==> config.mk <==
export PLATFORM = sky130hd
export DESIGN_NAME = imem_loader
export DESIGN_NICKNAME = d
export VERILOG_FILES = /design/src/rtl/imem_loader.sv
export SDC_FILE = /design/constraint.sdc
export NUM_CORES = 1
export LEC_CHECK = 0
export BUFFER_PORTS_ARGS = -buffer_cell sky130_fd_sc_hd__buf_2
export CAP_MARGIN = 20
export CELL_PAD_IN_SITES_DETAIL_PLACEMENT = 1
export CELL_PAD_IN_SITES_GLOBAL_PLACEMENT = 1
export CORE_AREA = 5 5 97 118
export CTS_CLUSTER_DIAMETER = 80
export CTS_CLUSTER_SIZE = 14
export DETAILED_ROUTE_END_ITERATION = 8
export DIE_AREA = 0 0 102 123
export GPL_TIMING_DRIVEN = 0
export PLACE_DENSITY_LB_ADDON = 0.1
export SETUP_SLACK_MARGIN = 0.15
export SYNTH_ARGS = -nofsm -noshare
export SYNTH_HDL_FRONTEND = slang
export SYNTH_SLANG_ARGS = --single-unit
==> constraint.sdc <==
create_clock -name clock -period 4 [get_ports clock]
set_clock_uncertainty 0.05 [all_clocks]
set_input_delay 0.4 -clock clock [delete_from_list [all_inputs] [get_ports clock]]
set_output_delay 0.4 -clock clock [all_outputs]
set_load 0.01 [all_outputs]
==> src/rtl/imem_loader.sv <==
// Loads a framed byte-stream program image into the IRAM as 32-bit little-endian words.
// Latency: 4th byte of a word accepted on edge t -> imem_wren high in cycle t+1; checksum byte -> done/error on edge t.
// Backpressure: byte_ready is low outside COUNT/DATA/CHECK (notably for the single WRITE cycle); the sender holds its byte.
//
// Ports:
//   clock, clear (async active-low)   - clocking and reset
//   start                             - begin-load pulse, honoured only in IDLE/DONE/ERR
//   byte_in/byte_valid/byte_ready     - stream byte input, transfer = valid & ready
//   imem_addr/imem_din/imem_wren      - registered IRAM write port
//   core_clear                        - active-low core clear, low while loading and after a failed load
//   busy/done/error                   - mutually exclusive status flags decoded from the state
module imem_loader #(
    parameter int ADDR_W = 8
) (
    input  logic              clock,
    input  logic              clear,
    input  logic              start,
    input  logic [7:0]        byte_in,
    input  logic              byte_valid,
    output logic              byte_ready,
    output logic [ADDR_W-1:0] imem_addr,
    output logic [31:0]       imem_din,
    output logic              imem_wren,
    output logic              core_clear,
    output logic              busy,
    output logic              done,
    output logic              error
);

    // FSM encoding
    localparam logic [2:0] S_IDLE  = 3'd0;
    localparam logic [2:0] S_COUNT = 3'd1;
    localparam logic [2:0] S_DATA  = 3'd2;
    localparam logic [2:0] S_WRITE = 3'd3;
    localparam logic [2:0] S_CHECK = 3'd4;
    localparam logic [2:0] S_DONE  = 3'd5;
    localparam logic [2:0] S_ERR   = 3'd6;

    // IRAM capacity in words, widened so it compares cleanly against a 9-bit word count.
    localparam logic [31:0] DEPTH = 32'd1 << ADDR_W;

    // Word counts run 1..256, so the count and word index need 9 bits regardless of ADDR_W.
    logic [2:0]        state_q,     state_d;
    logic [8:0]        n_q,         n_d;
    logic [8:0]        widx_q,      widx_d;
    logic [1:0]        bidx_q,      bidx_d;
    logic [7:0]        acc_q,       acc_d;
    logic [23:0]       word_q,      word_d;
    logic [ADDR_W-1:0] imem_addr_q, imem_addr_d;
    logic [31:0]       imem_din_q,  imem_din_d;
    logic              imem_wren_q, imem_wren_d;

    logic       xfer;
    logic [8:0] n_byte;
    logic       too_big;
    logic [8:0] widx_inc;

    // byte_ready depends only on registered state, so it never combinationally follows byte_valid.
    assign byte_ready = (state_q == S_COUNT) || (state_q == S_DATA) || (state_q == S_CHECK);
    assign busy       = (state_q == S_COUNT) || (state_q == S_DATA) ||
                        (state_q == S_WRITE) || (state_q == S_CHECK);
    assign done       = (state_q == S_DONE);
    assign error      = (state_q == S_ERR);
    // The core runs only from a clean idle or a verified image; a failed load keeps it held.
    assign core_clear = (state_q == S_IDLE) || (state_q == S_DONE);

    assign imem_addr  = imem_addr_q;
    assign imem_din   = imem_din_q;
    assign imem_wren  = imem_wren_q;

    assign xfer     = byte_valid & byte_ready;
    // A count byte of zero encodes the maximum image of 256 words.
    assign n_byte   = (byte_in == 8'd0) ? 9'd256 : {1'b0, byte_in};
    assign too_big  = ({23'd0, n_byte} > DEPTH);
    assign widx_inc = widx_q + 9'd1;

    always_comb begin
        state_d     = state_q;
        n_d         = n_q;
        widx_d      = widx_q;
        bidx_d      = bidx_q;
        acc_d       = acc_q;
        word_d      = word_q;
        imem_addr_d = imem_addr_q;
        imem_din_d  = imem_din_q;
        // The write strobe is a one-cycle pulse raised only on entry to WRITE.
        imem_wren_d = 1'b0;

        case (state_q)
            S_IDLE, S_DONE, S_ERR: begin
                if (start) begin
                    state_d = S_COUNT;
                    widx_d  = 9'd0;
                    bidx_d  = 2'd0;
                    acc_d   = 8'd0;
                end
            end

            S_COUNT: begin
                if (xfer) begin
                    n_d     = n_byte;
                    // An oversized image is rejected before any IRAM write.
                    state_d = too_big ? S_ERR : S_DATA;
                end
            end

            S_DATA: begin
                if (xfer) begin
                    acc_d  = acc_q ^ byte_in;
                    bidx_d = bidx_q + 2'd1;
                    case (bidx_q)
                        2'd0:    word_d[7:0]   = byte_in;
                        2'd1:    word_d[15:8]  = byte_in;
                        2'd2:    word_d[23:16] = byte_in;
                        default: begin
                            // The top byte goes straight into the write register
                            // so the word is presented in the very next cycle.
                            state_d     = S_WRITE;
                            imem_wren_d = 1'b1;
                            imem_addr_d = ADDR_W'(widx_q);
                            imem_din_d  = {byte_in, word_q};
                        end
                    endcase
                end
            end

            S_WRITE: begin
                widx_d  = widx_inc;
                state_d = (widx_inc == n_q) ? S_CHECK : S_DATA;
            end

            S_CHECK: begin
                if (xfer) begin
                    state_d = (byte_in == acc_q) ? S_DONE : S_ERR;
                end
            end

            default: begin
                state_d = S_IDLE;
            end
        endcase
    end

    always_ff @(posedge clock or negedge clear) begin
        if (!clear) begin
            state_q     <= S_IDLE;
            n_q         <= 9'd0;
            widx_q      <= 9'd0;
            bidx_q      <= 2'd0;
            acc_q       <= 8'd0;
            word_q      <= 24'd0;
            imem_addr_q <= '0;
            imem_din_q  <= 32'd0;
            imem_wren_q <= 1'b0;
        end else begin
            state_q     <= state_d;
            n_q         <= n_d;
            widx_q      <= widx_d;
            bidx_q      <= bidx_d;
            acc_q       <= acc_d;
            word_q      <= word_d;
            imem_addr_q <= imem_addr_d;
            imem_din_q  <= imem_din_d;
            imem_wren_q <= imem_wren_d;
        end
    end

endmodule

==> results.md, run 1 <==
* Mux contribution to synthesized area at 0.188
* Crit Path Class: reg2out
* Count of final setup violators at 0
* Resized cells post-CTS at 0
* Setup TNS at 0 ns
* Tmin final at 2.44 ns
* Main combinational cell family by area after synthesis: multiplexers
* Synth Area in Compound Gates at 0.0959
* Worst vdd ir at 0.372 mV
* GPL Wtd Cong at 0.814
* Fillcell total at 1,095
* ANT cells at 0
* CP Capture Point: busy
* Synth Net Count at 381
* Yosys reg bits at 96
* Post-DP HPWL at 7120 um
* Layout cells sized above 1 at 0.353
* Nature of the critical path startpoint: flip-flop
* Most frequent cells in the layout: 96 x dfrtp_1, 72 x mux2_2, 55 x buf_2
* Global-route wire length before repair at 17,600 um
* Max Fclk at 411 MHz
* Register area at 2400 um2
* Reg2reg setup slack at 1.64 ns
* Setup Buffers After CTS at 0
* RR Startpoint: widx_q[0]
* Worst Path Required at 3.55 ns
* Top FF cell, synth: dfrtp_1
* Top Ports at 58
* Post-synth EDFFs at 0
* Row count at 41
* Fraction of registers with async set/reset at 1.00
* Final Hold Fails at 0
* Yosys Warn Count at 0
* Leak at 2.34 nW
* Max-Cap Viols at 0
* DIE AREA at 12,500 um2
* Post-Synth Adder-Cell Area at 0.0144
* Starting density of the core at 0.427
* PwrDens at 748 nW/um2
* Synth Area in XOR/XNOR at 0.0342
* Number of distinct library cells after synthesis at 43
* Worst-Skew Late Latency at 0.35 ns
* Vias in the first global route at 3,389
* CTS Sinks at 96
* Initial antenna violation count at 0
* Multi-input logic area at 1840 um2
* Outcome: complete, no violations
* Tightest Pin Transition at 0.776 ns
* Mapped Cells at 364
* Post-Synth Simple-Gate Area at 0.0887
* Nets at 442
* Residual DRC at 0
* Max-slew violation count at 0
* Fin util at 0.498
* Commonest non-fill, non-tap cell in the layout: dfrtp_1
* CP endpoint kind: output pin
* Core ar. at 10,200 um2
* Clock Tree Buf Depth at 2
* Cts hold-fix bufs at 0
* CTS buffer count at 9
* Root Buffer: clkbuf_16
* Seq/Total Area, Yosys at 0.551
* WL/cell at 18.5 um
* Tcrit/Tclk final at 0.609
* Vias per Instance at 5.43
* Syn Area/Cell at 12.0 um2
* Critical Path AT at 1.99 ns
* Height of the die at 123 um
* R2R depth at 7
* GRT overflow at 0
* TritonRoute pass-1 iters at 4
* Largest net degree at the start of global routing at 52
* Gr usage total at 0.184
* H-tree levels at 3
* CTS tree: done
* Post-route ant nets at 0
* I/O Buffers at 49
* Layout area overhead at 16.7%
* Worst hold path class: in2async
* Die width at 102 um
* CP max FO at 10
* Final WL at 10,300 um
* Post-Syn Area at 4360 um2
* Max transition margin at 0.483
* Worst-path clk slew at 0.07 ns
* Critical path origin: state_q[0]
* Reg2reg end: state_q[1]
* RSZ-0062 raised after global routing: false
* DR vias at 3,034
* DR iter-0 viols at 96
-- layer usage --
metal / share of wire / up-vias / wire length (um) / global-route usage
li1: - / 1413 / - / -
met4: 0.026 / 0 / 264 / 0.0911
met5: 0 / - / 0 / 0
met3: 0.037 / 14 / 384 / 0.0322
met1: 0.43 / 1556 / 4430 / 0.223
met2: 0.51 / 51 / 5250 / 0.312
-- worst min path at each step --
| stage | startpoint | slack (ns) | cells past startpoint | to |
|---|---|---|---|---|
| CTS | clear | 0.06 | 1 | imem_wren |
| floorplan | clear | 0.05 | 0 | acc_q[0] |
| global route | clear | 0.10 | 1 | imem_wren |
| detailed placement | clear | 0.44 | 1 | imem_wren |
| global placement | imem_addr[0] | 0.43 | 1 | imem_addr[0] |
| finish | clear | 0.04 | 1 | imem_wren |
-- layout make-up --
class	count	area share
plain buffers	23	0.0190
clock buffers	10	0.0470
clock inverters	6	0.00984
inverters	6	0.00443
multi-input cells	239	0.361
flip-flops and latches	96	0.473
well taps	129	0.0317
repair buffers	50	0.0541
-- cell families after synthesis --
group | count (synthesis)
AND/OR/NAND/NOR | 77
multiplexers | 73
flip-flops | 96
AO/OA/AOI/OAI | 67
XOR/XNOR | 17
adder cells (fa/ha/maj) | 5
buffers and inverters | 29
-- critical path, stage by stage (launching register included) --
cell and delay [ns]:
dfrtp_1 0.44, clkbuf_1 0.41, nand3_1 0.22, clkbuf_1 0.30
nand2b_1 0.14, buf_2 0.13
-- cells in the mapped netlist, types with 3 or more instances --
master / instances / area [um2]
xor2_1: 11 / 96.3
nand3_1: 6 / 30.0
nor2_1: 19 / 71.3
mux2_2: 72 / 811
and2_1: 3 / 18.8
xnor2_1: 6 / 52.6
dfrtp_1: 96 / 2400
nand2_1: 23 / 86.3
clkbuf_1: 14 / 52.6
o31ai_1: 4 / 30.0
nor2b_1: 5 / 31.3
ha_1: 5 / 62.6
inv_1: 6 / 22.5
nor3_1: 4 / 20.0
a211o_1: 3 / 26.3
o41ai_1: 4 / 35.0
nor4_1: 4 / 25.0
o21ai_0: 35 / 175
buf_2: 7 / 35.0
a211oi_1: 3 / 22.5
a21oi_1: 5 / 25.0
-- sequential cells by signal, summed over array words and instances (netlist names) --
register   cells
imem_din      32
word_q        24
n_q            9
widx_q         9
acc_q          8
imem_addr      8
state_q        3
bidx_q         2
imem_wren      1
-- metrics by stage --
| step | cell area [um2] | worst slack (ns) | total power, mW | hold WS [ns] | std cells |
|---|---|---|---|---|---|
| 6_report | 5080 | 1.56 | 3.80 | 0.0438 | 559 |
| 5_1_grt | 5080 | 1.39 | 4.08 | 0.101 | 559 |
| 4_1_cts | 5080 | 1.51 | 3.87 | 0.0610 | 559 |
| 3_5_place_dp | 4790 | 1.66 | 3.01 | 0.438 | 543 |
| 3_3_place_gp | 4760 | 1.50 | 2.93 | 0.433 | 542 |
| 2_1_floorplan | 4360 | 1.94 | 2.51 | 0.0544 | 364 |
-- where the power goes --
part,switching [mW],internal (mW)
Clock,0.390,0.448
Combinational,0.648,0.653
Sequential,0.266,1.40
(Power assumes the default switching activity.)
==> run 2: changes to the inputs <==
clock period = 2.25 ns   (was 4 ns; I/O delays follow)
==> results.md, run 2 (synthesized netlist as in run 1, its figures left out) <==
* Max transition margin at 0.544 (+0.0615)
* Dpl cell area at 4790 um2 (unchanged)
* DIE AREA at 12,500 um2 (unchanged)
* Worst hold path class: in2reg
* GRT met3 Usage at 0.0322 (unchanged)
* DR vias at 3,043 (+0.30%)
* Initial antenna violation count at 0 (unchanged)
* Layout cells sized above 1 at 0.383 (+0.0299)
* Post-DP HPWL at 7120 um (unchanged)
* Worst Path Required at 2.43 ns (-1.12 ns)
* Root Buffer: clkbuf_16
* Final Hold Fails at 0 (unchanged)
* Worst path cell trace: ha_1 > clkbuf_2 > nand2_4 > o41ai_2 > a31oi_1 > a211o_1 > a211o_1
* Setup TNS at 0 ns (unchanged)
* Worst vdd ir at 0.663 mV (+78%)
* CTS buffer count at 9 (unchanged)
* Most frequent cells in the layout: 94 x dfrtp_1, 72 x mux2_2, 55 x buf_2
* Tightest Pin Transition at 0.684 ns (-0.0923 ns)
* GPL Wtd Cong at 0.814 (unchanged)
* Height of the die at 123 um (unchanged)
* Outcome: complete, no violations
* GRT overflow at 0 (unchanged)
* CP endpoint kind: flip-flop
* Most used cell, CP: a211o_1
* Max-slew violation count at 0 (unchanged)
* TritonRoute pass-1 iters at 4 (unchanged)
* CP max FO at 7 (-3)
* Largest net degree at the start of global routing at 52 (unchanged)
* Nature of the critical path startpoint: flip-flop
* Vias per Instance at 5.41 (-0.24%)
* Critical Path AT at 2.18 ns (+0.19 ns)
* Post-route ant nets at 0 (unchanged)
* Leak at 2.38 nW (+1.9%)
* Die width at 102 um (unchanged)
* CTS tree: done
* Met2 GRT Util at 0.321 (+0.00894)
* DR iter-0 viols at 103 (+7.3%)
* Commonest non-fill, non-tap cell in the layout: dfrtp_1
* Crit Path Class: reg2reg
* Layout area overhead at 18.4%
* RSZ-0062 raised after global routing: true
* Tmin final at 2.00 ns
* H-tree levels at 3 (unchanged)
* Top Ports at 58 (unchanged)
* Cells after DPL at 543 (unchanged)
* Gr usage total at 0.186 (+0.00250)
* Max incr delay on CP at 0.38 ns (-0.06 ns)
* Register area at 2400 um2 (+0.10%)
* Global-route wire length before repair at 17,800 um (+1.1%)
* Post-Layout Cell Count at 562 (+0.54%)
* Met1 usage at 0.225 (+0.00146)
* Max reg flops at 32 (unchanged)
* Fin area at 5160 um2 (+1.5%)
* Starting density of the core at 0.427 (unchanged)
* Max Fclk at 499 MHz
* Worst-Skew Late Latency at 0.34 ns (about the same)
* Most Crowded Layer GR: met2
* Count of final setup violators at 0 (unchanged)
* Pwr Total at 6.85 mW (+80%)
* Core ar. at 10,200 um2 (unchanged)
* Residual DRC at 0 (unchanged)
* Row count at 41 (unchanged)
* WL/cell at 18.6 um (+0.55%)
* ANT cells at 0 (unchanged)
* CTS Sinks at 96 (unchanged)
* Final WL at 10,400 um (+1.1%)
* Fillcell total at 1,087 (-0.73%)
* Clock Tree Buf Depth at 2 (unchanged)
* I/O Buffers at 49 (unchanged)
* Nets at 445 (+0.68%)
* Tcrit/Tclk final at 0.890
* Vias in the first global route at 3,409 (+0.59%)
* PwrDens at 1330 nW/um2 (+78%)
* Slowest cell on crit path: dfrtp_2
* Max-Cap Viols at 0 (unchanged)
* Multi-input logic area at 1870 um2 (+2.0%)
* Worst-path clk slew at 0.07 ns (about the same)
## run 2: what timing repair did
action                                  in CTS  in global routing
endpoints found under the hold margin       50                  0
hold buffers                                 1                  0
endpoints found under the setup margin      36                 18
buffers inserted                             2                  0
resized for setup                           10                  8
## run 2: final cells by class
class	count	share of cell area
sequential	96	0.466
timing repair buffer	53	0.0582
inverter	6	0.00437
clock inverter	6	0.00970
multi-input combinational	239	0.363
buffer	23	0.0206
clock buffer	10	0.0463
tap	129	0.0313
## run 2: layer usage
layer  share of wire  vias up
met5               0        -
met4           0.024        0
met3           0.036       14
met2            0.52       58
met1            0.42     1557
li1                -     1414
## run 2: stage by stage
stage                     utilization  hold WS [ns]  setup slack [ns]
after floorplan                     -        -0.121             0.186
after global placement          0.467         0.433           -0.0793
after detailed placement        0.470         0.263           -0.0873
after CTS                       0.503         0.254             0.166
after global routing            0.505         0.295             0.129
final                           0.505         0.273             0.246
## run 2: power breakdown
group / internal, mW / total (mW) / switching [mW]
Combinational: 1.20 / 2.41 / 1.21
Clock: 0.796 / 1.50 / 0.701
Sequential: 2.49 / 2.95 / 0.456
## run 2: critical path, delay by kind of cell, from the launching register on
kind | cells | cell delay, ns
and+or+nand+nor | 1 | 0.11
buffers and inverters | 1 | 0.20
adders and majority gates | 1 | 0.14
DFF | 1 | 0.38
AOI/OAI and AO/OA | 4 | 1.00
## run 2: final timing paths
path                              from           end  slack, ns  depth (start not counted)
max                          widx_q[0]    state_q[1]       0.25                          7
min                         byte_valid    state_q[0]       0.27                          3
max reg2reg                  widx_q[0]    state_q[1]       0.25                          7
min reg2reg                imem_din[2]   imem_din[2]       0.45                          1
max in group asynchronous        clear      acc_q[6]       1.06                          3
min in group asynchronous        clear  imem_addr[4]       0.41                          2
